==> src/rtl/mem_access_stage_if.sv <==
// Bus bundle for the MEM stage: upstream op/stall, data-memory handshake,
// and the result side that feeds the MEM/WB register.
interface mem_access_stage_if;
  // upstream (EX/MEM)
  logic        valid_in;
  logic [3:0]  opcode;
  logic [15:0] aluRESULT;
  logic [19:0] store_data;
  logic        stall;
  // data memory
  logic        mem_req;
  logic        mem_we;
  logic [15:0] mem_addr;
  logic [19:0] mem_wdata;
  logic        mem_ready;
  logic [19:0] mem_rdata;
  // downstream (MEM/WB)
  logic        valid_out;
  logic [3:0]  opcode_out;
  logic [15:0] aluRESULT_out;
  logic [19:0] memory_read_data;
  logic        mem_error;

  // stage view
  modport slave (
    input  valid_in, opcode, aluRESULT, store_data, mem_ready, mem_rdata,
    output stall, mem_req, mem_we, mem_addr, mem_wdata,
           valid_out, opcode_out, aluRESULT_out, memory_read_data, mem_error
  );

  // environment view (pipeline + memory)
  modport master (
    output valid_in, opcode, aluRESULT, store_data, mem_ready, mem_rdata,
    input  stall, mem_req, mem_we, mem_addr, mem_wdata,
           valid_out, opcode_out, aluRESULT_out, memory_read_data, mem_error
  );
endinterface

==> src/rtl/mem_access_stage.sv <==
// MEM pipeline stage: single-cycle pass-through for non-memory ops, a
// req/ready handshake for loads/stores with upstream stall, and a bounded
// wait that aborts with mem_error when memory never answers.
module mem_access_stage #(
  parameter logic [3:0] OP_LOAD  = 4'h2,
  parameter logic [3:0] OP_STORE = 4'h3,
  parameter int         TIMEOUT  = 16
) (
  input  logic              clock,
  input  logic              reset,
  mem_access_stage_if.slave bus
);

  typedef enum logic {S_IDLE, S_WAIT} state_t;

  localparam logic [7:0] CNT_LAST = 8'(TIMEOUT - 1);

  state_t      state_q, state_d;
  logic [7:0]  cnt_q, cnt_d;
  logic        req_q, req_d;
  logic        we_q, we_d;
  logic [15:0] addr_q, addr_d;      // doubles as the latched aluRESULT
  logic [19:0] wdata_q, wdata_d;
  logic [3:0]  op_q, op_d;
  logic        vo_q, vo_d;
  logic        err_q, err_d;
  logic [3:0]  opo_q, opo_d;
  logic [15:0] alu_q, alu_d;
  logic [19:0] rd_q, rd_d;
  logic        stall_c;
  logic        is_mem;

  assign is_mem = bus.valid_in && (bus.opcode == OP_LOAD || bus.opcode == OP_STORE);

  // Next-state, result and stall decode; outputs hold unless a result is produced.
  always_comb begin
    state_d = state_q;
    cnt_d   = cnt_q;
    req_d   = req_q;
    we_d    = we_q;
    addr_d  = addr_q;
    wdata_d = wdata_q;
    op_d    = op_q;
    vo_d    = 1'b0;
    err_d   = 1'b0;
    opo_d   = opo_q;
    alu_d   = alu_q;
    rd_d    = rd_q;
    stall_c = 1'b0;
    case (state_q)
      S_IDLE: begin
        if (is_mem) begin
          stall_c = 1'b1;
          op_d    = bus.opcode;
          addr_d  = bus.aluRESULT;
          wdata_d = bus.store_data;
          we_d    = (bus.opcode == OP_STORE);
          req_d   = 1'b1;
          cnt_d   = 8'd0;
          state_d = S_WAIT;
        end else if (bus.valid_in) begin
          vo_d  = 1'b1;
          opo_d = bus.opcode;
          alu_d = bus.aluRESULT;
          rd_d  = 20'd0;
        end
      end
      S_WAIT: begin
        // ready wins over the timeout when both land in the same cycle
        if (bus.mem_ready) begin
          req_d   = 1'b0;
          vo_d    = 1'b1;
          opo_d   = op_q;
          alu_d   = addr_q;
          rd_d    = (op_q == OP_LOAD) ? bus.mem_rdata : 20'd0;
          state_d = S_IDLE;
        end else if (cnt_q == CNT_LAST) begin
          req_d   = 1'b0;
          vo_d    = 1'b1;
          err_d   = 1'b1;
          opo_d   = op_q;
          alu_d   = addr_q;
          rd_d    = 20'd0;
          state_d = S_IDLE;
        end else begin
          cnt_d   = cnt_q + 8'd1;
          stall_c = 1'b1;
        end
      end
      default: state_d = S_IDLE;
    endcase
  end

  // State and output registers; reset drops any in-flight access.
  always_ff @(posedge clock or negedge reset) begin
    if (!reset) begin
      state_q <= S_IDLE;
      cnt_q   <= 8'd0;
      req_q   <= 1'b0;
      we_q    <= 1'b0;
      addr_q  <= 16'd0;
      wdata_q <= 20'd0;
      op_q    <= 4'd0;
      vo_q    <= 1'b0;
      err_q   <= 1'b0;
      opo_q   <= 4'd0;
      alu_q   <= 16'd0;
      rd_q    <= 20'd0;
    end else begin
      state_q <= state_d;
      cnt_q   <= cnt_d;
      req_q   <= req_d;
      we_q    <= we_d;
      addr_q  <= addr_d;
      wdata_q <= wdata_d;
      op_q    <= op_d;
      vo_q    <= vo_d;
      err_q   <= err_d;
      opo_q   <= opo_d;
      alu_q   <= alu_d;
      rd_q    <= rd_d;
    end
  end

  assign bus.stall            = stall_c;
  assign bus.mem_req          = req_q;
  assign bus.mem_we           = we_q;
  assign bus.mem_addr         = addr_q;
  assign bus.mem_wdata        = wdata_q;
  assign bus.valid_out        = vo_q;
  assign bus.opcode_out       = opo_q;
  assign bus.aluRESULT_out    = alu_q;
  assign bus.memory_read_data = rd_q;
  assign bus.mem_error        = err_q;

endmodule

==> src/flat_wrapper.sv <==
// flat-port wrapper written by rule: the top's interface ports become plain ports
module mem_access_stage_flat 
#(
  parameter logic [3:0] OP_LOAD  = 4'h2,
  parameter logic [3:0] OP_STORE = 4'h3,
  parameter int         TIMEOUT  = 16
)
  (clock, reset, bus_valid_in, bus_opcode, bus_aluRESULT, bus_store_data, bus_mem_ready, bus_mem_rdata, bus_stall, bus_mem_req, bus_mem_we, bus_mem_addr, bus_mem_wdata, bus_valid_out, bus_opcode_out, bus_aluRESULT_out, bus_memory_read_data, bus_mem_error);
  mem_access_stage_if bus_i ();
  input  logic clock;
  input  logic reset;
  input wire logic [$bits(bus_i.valid_in)-1:0] bus_valid_in;
  input wire logic [$bits(bus_i.opcode)-1:0] bus_opcode;
  input wire logic [$bits(bus_i.aluRESULT)-1:0] bus_aluRESULT;
  input wire logic [$bits(bus_i.store_data)-1:0] bus_store_data;
  input wire logic [$bits(bus_i.mem_ready)-1:0] bus_mem_ready;
  input wire logic [$bits(bus_i.mem_rdata)-1:0] bus_mem_rdata;
  output wire logic [$bits(bus_i.stall)-1:0] bus_stall;
  output wire logic [$bits(bus_i.mem_req)-1:0] bus_mem_req;
  output wire logic [$bits(bus_i.mem_we)-1:0] bus_mem_we;
  output wire logic [$bits(bus_i.mem_addr)-1:0] bus_mem_addr;
  output wire logic [$bits(bus_i.mem_wdata)-1:0] bus_mem_wdata;
  output wire logic [$bits(bus_i.valid_out)-1:0] bus_valid_out;
  output wire logic [$bits(bus_i.opcode_out)-1:0] bus_opcode_out;
  output wire logic [$bits(bus_i.aluRESULT_out)-1:0] bus_aluRESULT_out;
  output wire logic [$bits(bus_i.memory_read_data)-1:0] bus_memory_read_data;
  output wire logic [$bits(bus_i.mem_error)-1:0] bus_mem_error;
  assign bus_i.valid_in = bus_valid_in;
  assign bus_i.opcode = bus_opcode;
  assign bus_i.aluRESULT = bus_aluRESULT;
  assign bus_i.store_data = bus_store_data;
  assign bus_i.mem_ready = bus_mem_ready;
  assign bus_i.mem_rdata = bus_mem_rdata;
  assign bus_stall = bus_i.stall;
  assign bus_mem_req = bus_i.mem_req;
  assign bus_mem_we = bus_i.mem_we;
  assign bus_mem_addr = bus_i.mem_addr;
  assign bus_mem_wdata = bus_i.mem_wdata;
  assign bus_valid_out = bus_i.valid_out;
  assign bus_opcode_out = bus_i.opcode_out;
  assign bus_aluRESULT_out = bus_i.aluRESULT_out;
  assign bus_memory_read_data = bus_i.memory_read_data;
  assign bus_mem_error = bus_i.mem_error;
  mem_access_stage #(.OP_LOAD(OP_LOAD), .OP_STORE(OP_STORE), .TIMEOUT(TIMEOUT)) u_core (.clock(clock), .reset(reset), .bus(bus_i));
endmodule
==> config.mk <==
export PLATFORM = sky130hd
export DESIGN_NAME = mem_access_stage_flat
export DESIGN_NICKNAME = d
export VERILOG_FILES = /design/src/rtl/mem_access_stage_if.sv /design/src/rtl/mem_access_stage.sv /design/src/flat_wrapper.sv
export SDC_FILE = /design/constraint.sdc
export NUM_CORES = 1
export LEC_CHECK = 0
export ABC_AREA = 1
export CORE_MARGIN = 5
export CORE_UTILIZATION = 32
export CTS_CLUSTER_DIAMETER = 200
export CTS_CLUSTER_SIZE = 20
export DETAILED_ROUTE_END_ITERATION = 6
export MAX_ROUTING_LAYER = met4
export SYNTH_ARGS = -nofsm -noshare
export SYNTH_HDL_FRONTEND = slang
export SYNTH_SLANG_ARGS = --single-unit
==> constraint.sdc <==
create_clock -name clock -period 3 [get_ports clock]
set_input_delay 0.3 -clock clock [delete_from_list [all_inputs] [get_ports clock]]
set_output_delay 0.3 -clock clock [all_outputs]
set_load 0.01 [all_outputs]
==> results.md, run 1 <==
- Clock power share: 0.331
- Clock H-tree levels: 3
- CP Launch Type: register
- Endpoint class of the critical path: output port
- Gr usage total: 0.1566
- Fin Clk Skew: 6.015 ps
- Clock Latency Late Sink: 340 ps
- CORE AREA: 12010 µm²
- Clk buf depth: 2
- Die span in y: 120.7 µm
- Worst Reg-to-Reg Cells: 10
- N_diodes: 0
- CP Max Fanout: 8
- Synth area leader: dfrtp_1
- FF+latch area: 2327 µm²
- Ys async rst share: 1.000
- Setup Viol. Count Final: 0
- Final Instance Area: 5812 µm²
- Unrepaired setup endpoints after global routing: no
- Cts bufs inserted: 9
- Clock sinks: 93
- EDFF count, synth: 0
- GRT overflow: 0
- Top post-synthesis cells by area: dfrtp_1 (59%), nand2_1 (22%), o21ai_0 (5.1%), nand3_1 (4.1%), inv_1 (2.7%)
- Final worst path period need: 2489 ps
- DRT antenna net count: 0
- DR pass1 iterations: 4
- Synthesized net count: 543
- Max-cap viol count: 0
- Post-synth cell types: 23
- Period Utilization, post-route: 0.8296
- Psw: 915.0 µW
- # rows: 40
- Root buffer cell: clkbuf_16
- Synth Instances: 478
- Int Power: 2.503 mW
- Crit-path cells: ha_1 > nand2_1 > clkinv_1 > nand2_2 > o21ai_2 > nand2_1 > clkdlybuf4s50_1
- # IOs: 145
- Setup Buffers After CTS: 0
- CP dominant cell by count: nand2_1
- Comb pwr share: 0.223
- Die area: 14570 µm²
- Die span in x: 120.7 µm
- Max Clock Freq: 401.8 MHz
- CTS resizes: 0
- Hpwl dp: 7.608 mm
- Worst vdd ir: 248.5 µV
- Worst-Margin Slew: 846.3 ps
- Crit path to: bus_stall
- DR vias/cell: 4.555
- Sum Neg Setup Slack: 0 ps
- Syn_area_per_cell: 8.206 µm²
- Critical Path RT: 2700 ps
- Fillers: 1179
- FF+latch count, synth: 93
- Worst r2r dst: u_core.bus.memory_read_data[7]
- Clock transition at path regs: 60 ps
- Final Hold Viols: 0
- Area grow syn2layout: 48.17%
- Largest net degree at the start of global routing: 64
- Status: complete, no violations
- Rel. slew slack: 0.4357
- LEAKAGE: 2.827 nW
- Multi-input gate area: 1385 µm²
- Mapped Area: 3923 µm²
- Fin nets: 681
- DRC viols: 0
- Reg power frac: 0.446
- Via count: 3494
- Critical path class: reg2out
- DR iter-0 viols: 244
- Power per cell area: 588.1 nW/µm²
- Highest-count cells in the layout ignoring fill and taps: nand2_1 (231), clkdlybuf4s50_1 (143), dfrtp_1 (93)
- Routability Congestion: 0.7721
- Vias in the first global route: 3560
- CP Data Arrival Time: 2190 ps
- TritonCTS clock tree: built
- DR WL/cell: 14.01 µm
- Fraction of layout cells with a size suffix above 1: 0.04677
- Antenna violations before repair: 0
- Final Max Tran Viols: 0
- Cell Area, Placed: 5509 µm²
- Port bufs: 144
- Starting Density: 0.3266
- DRT Wirelength: 10.75 mm
- First-pass GRT wire length: 17.66 mm
- Final core occ: 0.4839
- Commonest non-fill, non-tap cell in the layout: nand2_1
- Register area share after synthesis: 0.5933
- Flop2flop setup slack: 1010 ps
- Reg2reg start: u_core.cnt_q[0]
- CP peak stage delay: 600 ps
- Worst hold path type: reg2reg
- Ys Warns: 0
- CP max-delay cell: clkdlybuf4s50_1
- Yosys top cell area share: 0.5933
- Sw frac: 0.2677
- Most common flop cell mapped by yosys: dfrtp_1
- Worst setup path start: u_core.cnt_q[0]
==> through the flow <==
stage | hold slack (ps) | total power [mW] | setup slack (ps) | cells
after CTS | 473.3 | 3.478 | 468.8 | 767
after global placement | 316.2 | 2.309 | 655.1 | 751
after detailed placement | 321.5 | 2.322 | 665.3 | 751
after global routing | 492.9 | 3.613 | 364.4 | 767
after floorplan | 4.409 | 1.813 | 1566 | 478
final | 469.0 | 3.418 | 511.1 | 767
==> flip-flops by register name (all words and copies together), names as in the netlist <==
name,count
u_core.bus.mem_req,1
u_core.bus.opcode_out,4
u_core.bus.mem_we,1
u_core.bus.valid_out,1
u_core.cnt_q,8
u_core.bus.mem_wdata,20
u_core.state_q,1
u_core.bus.mem_error,1
u_core.bus.mem_addr,16
u_core.bus.memory_read_data,20
u_core.op_q,4
u_core.bus.aluRESULT_out,16
==> area by class of cell <==
class | instances | area share
flip-flops and latches | 93 | 0.4004
repair buffers | 151 | 0.2592
multi-input cells | 330 | 0.2383
clock buffers | 12 | 0.04241
well taps | 147 | 0.03165
inverters | 31 | 0.02002
clock inverters | 3 | 0.007966
==> synthesized netlist by cell type (2+ instances only) <==
cell	instances
nand2_1	231
dfrtp_1	93
o21ai_0	40
nand3_1	32
inv_1	28
nor2_1	14
clkbuf_1	13
buf_2	10
inv_2	2
nor3_1	2
==> critical path, delay by kind of cell, from the launching register on <==
family	cells	cell delay [ps]
flip-flops	1	420
adder cells (fa/ha/maj)	1	230
AO/OA/AOI/OAI	1	70
AND/OR/NAND/NOR	3	430
buffers and inverters	2	690
==> power by group through the flow <==
stage          clock network (mW)  registers (mW)  logic [mW]
2_1_floorplan                   0            1.61       0.205
3_3_place_gp                    0            1.54       0.767
3_5_place_dp                    0            1.55       0.777
4_1_cts                      1.17            1.53       0.780
5_1_grt                      1.22            1.55       0.840
6_report                     1.13            1.52       0.762
==> routing by layer <==
metal  GRT usage  routed length [µm]  part of all wire  vias up
met5           -                   0                 0        -
met4     0.05949                 161             0.015        0
met3     0.03789                 719             0.067       13
met2      0.2414                4907              0.46      119
met1      0.2010                4958              0.46     1597
li1            -                   -                 -     1765
==> what timing repair did <==
| action | 4_1_cts | 5_1_grt |
|---|---|---|
| setup endpoints to repair | 0 | 0 |
| hold buffers | 1 | 0 |
| endpoints found under the hold margin | 40 | 0 |
==> logic make-up after synthesis <==
group           count (synthesis)  synth area share
compound gates                 43           0.05646
fa+ha+maj                       1          0.003189
buf+inv                        55           0.05582
flops                          93            0.5933
simple gates                  286            0.2912
==> worst min-delay path by stage <==
stage / endpoint / startpoint / cells after the start
after detailed placement: u_core.bus.mem_wdata[4] / reset / 1
after global routing: u_core.bus.mem_wdata[0] / bus_store_data[0] / 3
after floorplan: u_core.bus.aluRESULT_out[0] / reset / 0
final: u_core.bus.opcode_out[2] / u_core.bus.opcode_out[2] / 2
after global placement: u_core.bus.mem_wdata[4] / reset / 1
after CTS: u_core.bus.memory_read_data[6] / u_core.bus.memory_read_data[6] / 2
Power figures use the tool's default switching activity.
==> run 2, diff against run 1 <==
==> constraint.sdc (replaced) <==
create_clock -name clock -period 2.6 [get_ports clock]
set_input_delay 0.26 -clock clock [delete_from_list [all_inputs] [get_ports clock]]
set_output_delay 0.26 -clock clock [all_outputs]
set_load 0.01 [all_outputs]
==> run 2 against run 1 <==
Net effect: global-route usage barely moved; hold slack got worse by 5.5 ps; clock power rose by 5%; combinational power rose by 16%; first-iteration DRC count fell by 2.5%; worst setup slack got worse by 370 ps; clock skew barely moved; critical endpoint unchanged; power rose by 12%.
==> results.md, run 2 (same netlist as run 1, synthesis figures left out) <==
- Status: complete, no violations (unchanged)
- Largest net degree at the start of global routing: 64 (unchanged)
- Flop2flop setup slack: 590 ps (was 1010 ps)
- DR iter-0 viols: 238 (was 244)
- Worst vdd ir: 286.6 µV (was 248.5 µV)
- Min-delay src: bus_store_data[18] (was u_core.bus.opcode_out[2])
- Critical Path RT: 2340 ps (was 2700 ps)
- DR WL/cell: 14.11 µm (was 14.01 µm)
- FF+latch area: 2327 µm² (unchanged)
- Vias in the first global route: 3485 (was 3560)
- Worst-Margin Slew: 590.2 ps (was 846.3 ps)
- Worst setup path start: u_core.cnt_q[0] (unchanged)
- Multi-input gate area: 1385 µm² (unchanged)
- GRT overflow: 0 (unchanged)
- First-pass GRT wire length: 17.83 mm (was 17.66 mm)
- Unrepaired setup endpoints after global routing: no (unchanged)
- Clock transition at path regs: 60 ps (about the same)
- Final worst path period need: 2459 ps
- CP Max Fanout: 8 (unchanged)
- Final Instance Area: 5793 µm² (was 5812 µm²)
- Fillers: 1181 (was 1179)
- Reg2reg start: u_core.cnt_q[0] (unchanged)
- DRT antenna net count: 0 (unchanged)
- Clock sinks: 93 (unchanged)
- Hpwl dp: 7.698 mm (was 7.608 mm)
- Starting Density: 0.3266 (unchanged)
- Critical path class: reg2out (unchanged)
- Sum Neg Setup Slack: 0 ps (unchanged)
- Via count: 3485 (was 3494)
- Setup Buffers After CTS: 0 (unchanged)
- Cts bufs inserted: 9 (unchanged)
- CP Launch Type: register (unchanged)
- # rows: 40 (unchanged)
- Period Utilization, post-route: 0.9459
- Hold path cells: 3 (was 2)
- Clock H-tree levels: 3 (unchanged)
- Power per cell area: 662.2 nW/µm² (was 588.1 nW/µm²)
- Fraction of layout cells with a size suffix above 1: 0.04839 (was 0.04677)
- Rel. slew slack: 0.6065 (was 0.4357)
- Antenna violations before repair: 0 (unchanged)
- Cell Area, Placed: 5517 µm² (was 5509 µm²)
- Highest-count cells in the layout ignoring fill and taps: nand2_1 (231), clkdlybuf4s50_1 (143), dfrtp_1 (93) (unchanged)
- Max Clock Freq: 406.6 MHz
- N_diodes: 0 (unchanged)
- TritonCTS clock tree: built (unchanged)
- Root buffer cell: clkbuf_16 (unchanged)
- Routability Congestion: 0.7730 (was 0.7721)
- Area grow syn2layout: 47.69% (was 48.17%)
- Clk buf depth: 2 (unchanged)
- Hold_buf cts: 1 (unchanged)
- Hold Crit Endpoint: u_core.bus.mem_wdata[18] (was u_core.bus.opcode_out[2])
- Clock Latency Late Sink: 330 ps (was 340 ps)
- Die area: 14570 µm² (unchanged)
- DR pass1 iterations: 5 (was 4)
- Worst hold path type: in2reg (was reg2reg)
- DRC viols: 0 (unchanged)
- Fin nets: 682 (was 681)
- Port bufs: 144 (unchanged)
- Die span in x: 120.7 µm (unchanged)
- CP Data Arrival Time: 2200 ps (was 2190 ps)
- Commonest non-fill, non-tap cell in the layout: nand2_1 (unchanged)
- CTS resizes: 0 (unchanged)
- DRT Wirelength: 10.82 mm (was 10.75 mm)
- LEAKAGE: 2.827 nW (about the same)
- Die span in y: 120.7 µm (unchanged)
- Fin Clk Skew: 5.803 ps (was 6.015 ps)
- Worst r2r dst: u_core.bus.memory_read_data[15] (was u_core.bus.memory_read_data[7])
- Final Max Tran Viols: 0 (unchanged)
- Setup Viol. Count Final: 0 (unchanged)
- Worst Reg-to-Reg Cells: 10 (unchanged)
- PnR Total Power: 3.836 mW (was 3.418 mW)
- Endpoint class of the critical path: output port (unchanged)
- Hold slack final: 463.4 ps (was 469.0 ps)
- Max-cap viol count: 0 (unchanged)
- # IOs: 145 (unchanged)
- DR vias/cell: 4.544 (was 4.555)
- Gr usage total: 0.1564 (was 0.1566)
- CORE AREA: 12010 µm² (unchanged)
- Final Hold Viols: 0 (unchanged)
## run 2: report_power, final
part | switching [mW] | leakage, nW | internal (mW)
registers | 0.124 | 1.20 | 1.64
logic | 0.401 | 1.49 | 0.482
clock network | 0.503 | 0.134 | 0.686
total | 1.03 | 2.83 | 2.81
## run 2: worst max-delay path, cell delays in order, from the launching register on
cell and delay, ps:
dfrtp_1 420, ha_1 230, nand2_1 90, clkinv_1 90, nand2_2 100, o21ai_2 80
nand2_1 250, clkdlybuf4s50_1 610
## run 2: worst max path at each step
stage / endpoint / slack (ps) / cells past startpoint
after floorplan: u_core.bus.aluRESULT_out[0] / 1180 / 9
after global placement: u_core.op_q[1] / 390 / 6
after detailed placement: u_core.op_q[1] / 350 / 6
after CTS: bus_stall / 120 / 7
after global routing: bus_stall / 10 / 7
final: bus_stall / 140 / 7
## run 2: final cells by class
type	instances	area share
flip-flops and latches	93	0.4017
repair buffers	152	0.2613
multi-input cells	330	0.2391
clock buffers	12	0.04428
well taps	147	0.03175
inverters	31	0.02009
clock inverters	2	0.001728
## run 2: routing by layer
layer	wire length (µm)	track usage
met1	5077	0.2097
met2	4827	0.2298
met3	834	0.04677
met4	81	0.04674
met5	0	-
## run 2: through the flow
stage	worst slack, ps	util	instances
4_1_cts	123.4	0.4823	767
3_3_place_gp	389.0	0.4593	752
2_1_floorplan	1183	-	478
5_1_grt	14.89	0.4823	767
6_report	140.7	0.4823	767
3_5_place_dp	348.0	0.4593	752
==> run 3, diff against run 2 <==
--- a/config.mk
+++ b/config.mk
@@ -12,6 +12,7 @@
 export CTS_CLUSTER_SIZE = 20
 export DETAILED_ROUTE_END_ITERATION = 6
 export MAX_ROUTING_LAYER = met4
+export REMOVE_ABC_BUFFERS = 1
 export SYNTH_ARGS = -nofsm -noshare
 export SYNTH_HDL_FRONTEND = slang
 export SYNTH_SLANG_ARGS = --single-unit
==> run 3 against run 2 <==
Net effect: highest routed layer unchanged; global-route usage is 0.78 points lower; clock skew is 2.6 ps higher; wire length is 4.6% lower; sequential share of layout area is 0.51 points lower; count of clock-buffer cells in the layout is 1 higher; critical path type unchanged; first-iteration DRC count is 31% lower; utilization is 0.62 points higher; largest power group unchanged.
==> results.md, run 3 (same netlist as run 1, synthesis figures left out) <==
- Flop2flop setup slack: 630 ps (was 590 ps)
- Via count: 3434 (was 3485)
- # rows: 40 (unchanged)
- Clock Latency Late Sink: 340 ps (was 330 ps)
- Die area: 14570 µm² (unchanged)
- Fin nets: 682 (unchanged)
- Highest-count cells in the layout ignoring fill and taps: nand2_1 (231), clkdlybuf4s50_1 (143), dfrtp_1 (93) (unchanged)
- CTS resizes: 0 (unchanged)
- GRT overflow: 0 (unchanged)
- Placed insts: 752 (unchanged)
- CP Max Fanout: 8 (unchanged)
- Worst-Margin Slew: 577.0 ps (was 590.2 ps)
- Sum Neg Setup Slack: 0 ps (unchanged)
- Endpoint class of the critical path: output port (unchanged)
- DRT Wirelength: 10.32 mm (was 10.82 mm)
- PnR Total Power: 4.103 mW (was 3.836 mW)
- # IOs: 145 (unchanged)
- DR vias/cell: 4.466 (was 4.544)
- Die span in y: 120.7 µm (unchanged)
- Unrepaired setup endpoints after global routing: no (unchanged)
- Starting Density: 0.3266 (unchanged)
- CP peak stage delay: 590 ps (was 610 ps)
- Rel. slew slack: 0.6154 (was 0.6065)
- DR WL/cell: 13.42 µm (was 14.11 µm)
- Clock H-tree levels: 3 (unchanged)
- Vias in the first global route: 3448 (was 3485)
- Routability Congestion: 0.8102 (was 0.7730)
- Max Clock Freq: 416.9 MHz (was 406.6 MHz)
- N_diodes: 0 (unchanged)
- CORE AREA: 12010 µm² (unchanged)
- LEAKAGE: 2.863 nW (was 2.827 nW)
- Clock sinks: 93 (unchanged)
- DR iter-0 viols: 164 (was 238)
- Port bufs: 144 (unchanged)
- Status: complete, no violations (unchanged)
- Fin cells: 769 (was 767)
- Cts bufs inserted: 9 (unchanged)
- Fin Clk Skew: 8.391 ps (was 5.803 ps)
- Root buffer cell: clkbuf_16 (unchanged)
- Power per cell area: 699.2 nW/µm² (was 662.2 nW/µm²)
- Fillers: 1167 (was 1181)
- Gr usage total: 0.1486 (was 0.1564)
- TritonCTS clock tree: built (unchanged)
- DRT antenna net count: 0 (unchanged)
- Crit-path cells: ha_1 > nand2_1 > clkinv_1 > nand2_2 > o21ai_2 > nand2_1 > clkdlybuf4s50_1 (unchanged)
- CP dominant cell by count: nand2_1 (unchanged)
- Fraction of layout cells with a size suffix above 1: 0.05145 (was 0.04839)
- Place WS: 413.0 ps (was 348.0 ps)
- Final Max Tran Viols: 0 (unchanged)
- Commonest non-fill, non-tap cell in the layout: nand2_1 (unchanged)
- Worst vdd ir: 317.2 µV (was 286.6 µV)
- Critical path class: reg2out (unchanged)
- CP Data Arrival Time: 2140 ps (was 2200 ps)
- Largest net degree at the start of global routing: 94 (was 64)
- Clock transition at path regs: 60 ps (about the same)
- First-pass GRT wire length: 16.96 mm (was 17.83 mm)
- Final Hold Viols: 0 (unchanged)
- Final worst path period need: 2399 ps (was 2459 ps)
- DR pass1 iterations: 4 (was 5)
- Area grow syn2layout: 49.60% (was 47.69%)
- Setup ws final: 201.4 ps (was 140.7 ps)
- Hpwl dp: 7.240 mm (was 7.698 mm)
- CP max-delay cell: clkdlybuf4s50_1 (unchanged)
- DRC viols: 0 (unchanged)
- Hold slack final: 447.9 ps (was 463.4 ps)
- Setup Viol. Count Final: 0 (unchanged)
- Clk buf depth: 2 (unchanged)
- Critical Path RT: 2340 ps (about the same)
- CP Launch Type: register (unchanged)
- Die span in x: 120.7 µm (unchanged)
- Max-cap viol count: 0 (unchanged)
- Antenna violations before repair: 0 (unchanged)
- Worst hold path type: in2reg (unchanged)
- Period Utilization, post-route: 0.9225 (was 0.9459)
run 3: cell types whose count changed in the layout (fill, tap and decap cells not counted), sizes merged:
cell | previous run | this run
bufinv | 0 | 2
clkbuf | 12 | 13
clkinv | 3 | 2
run 3: layout make-up:
class	instances	area, µm²	share of cell area
inverters	31	116.4	0.01983
clock inverters	3	65.06	0.01109
multi-input cells	330	1381	0.2354
repair buffers	152	1514	0.2580
clock buffers	13	280.3	0.04776
flip-flops and latches	93	2327	0.3966
well taps	147	183.9	0.03134
run 3: through the flow:
step	area [µm²]	utilization
6_report	5868	0.4885
5_1_grt	5868	0.4885
4_1_cts	5868	0.4885
3_5_place_dp	5513	0.4590
3_3_place_gp	5513	0.4590
2_1_floorplan	3820	-
run 3: path summary, 6_finish.rpt:
kind                                        startpoint                            to  cells past startpoint
setup / recovery                       u_core.cnt_q[0]                     bus_stall                      7
hold / removal                      bus_store_data[10]      u_core.bus.mem_wdata[10]                      3
setup reg to reg                       u_core.cnt_q[0]   u_core.bus.aluRESULT_out[9]                     10
hold reg to reg            u_core.bus.aluRESULT_out[4]   u_core.bus.aluRESULT_out[4]                      2
max in group asynchronous                        reset                u_core.op_q[2]                      3
min in group asynchronous                        reset  u_core.bus.aluRESULT_out[13]                      3
run 3: timing repair:
item,CTS,global route
endpoints found under the hold margin,93,0
hold buffers,1,0
setup buffers,0,0
run 3: routing by layer:
layer / up-vias / track usage / part of all wire / wire length (µm)
met2: 99 / 0.2228 / 0.45 / 4655
met3: 14 / 0.03555 / 0.065 / 671
met1: 1559 / 0.1957 / 0.47 / 4820
met4: 0 / 0.05737 / 0.017 / 176
met5: - / - / 0 / 0
li1: 1762 / - / - / -
run 3: critical path, delay by kind of cell (launching register included):
family | cells | cell delay [ps]
fa+ha+maj | 1 | 220
compound gates | 1 | 70
simple gates | 3 | 400
buf+inv | 2 | 680
flops | 1 | 420
run 3: power by group:
group	switching [mW]	internal, mW	total [mW]
Clock	0.529	0.945	1.47
Combinational	0.386	0.482	0.868
Sequential	0.122	1.64	1.76
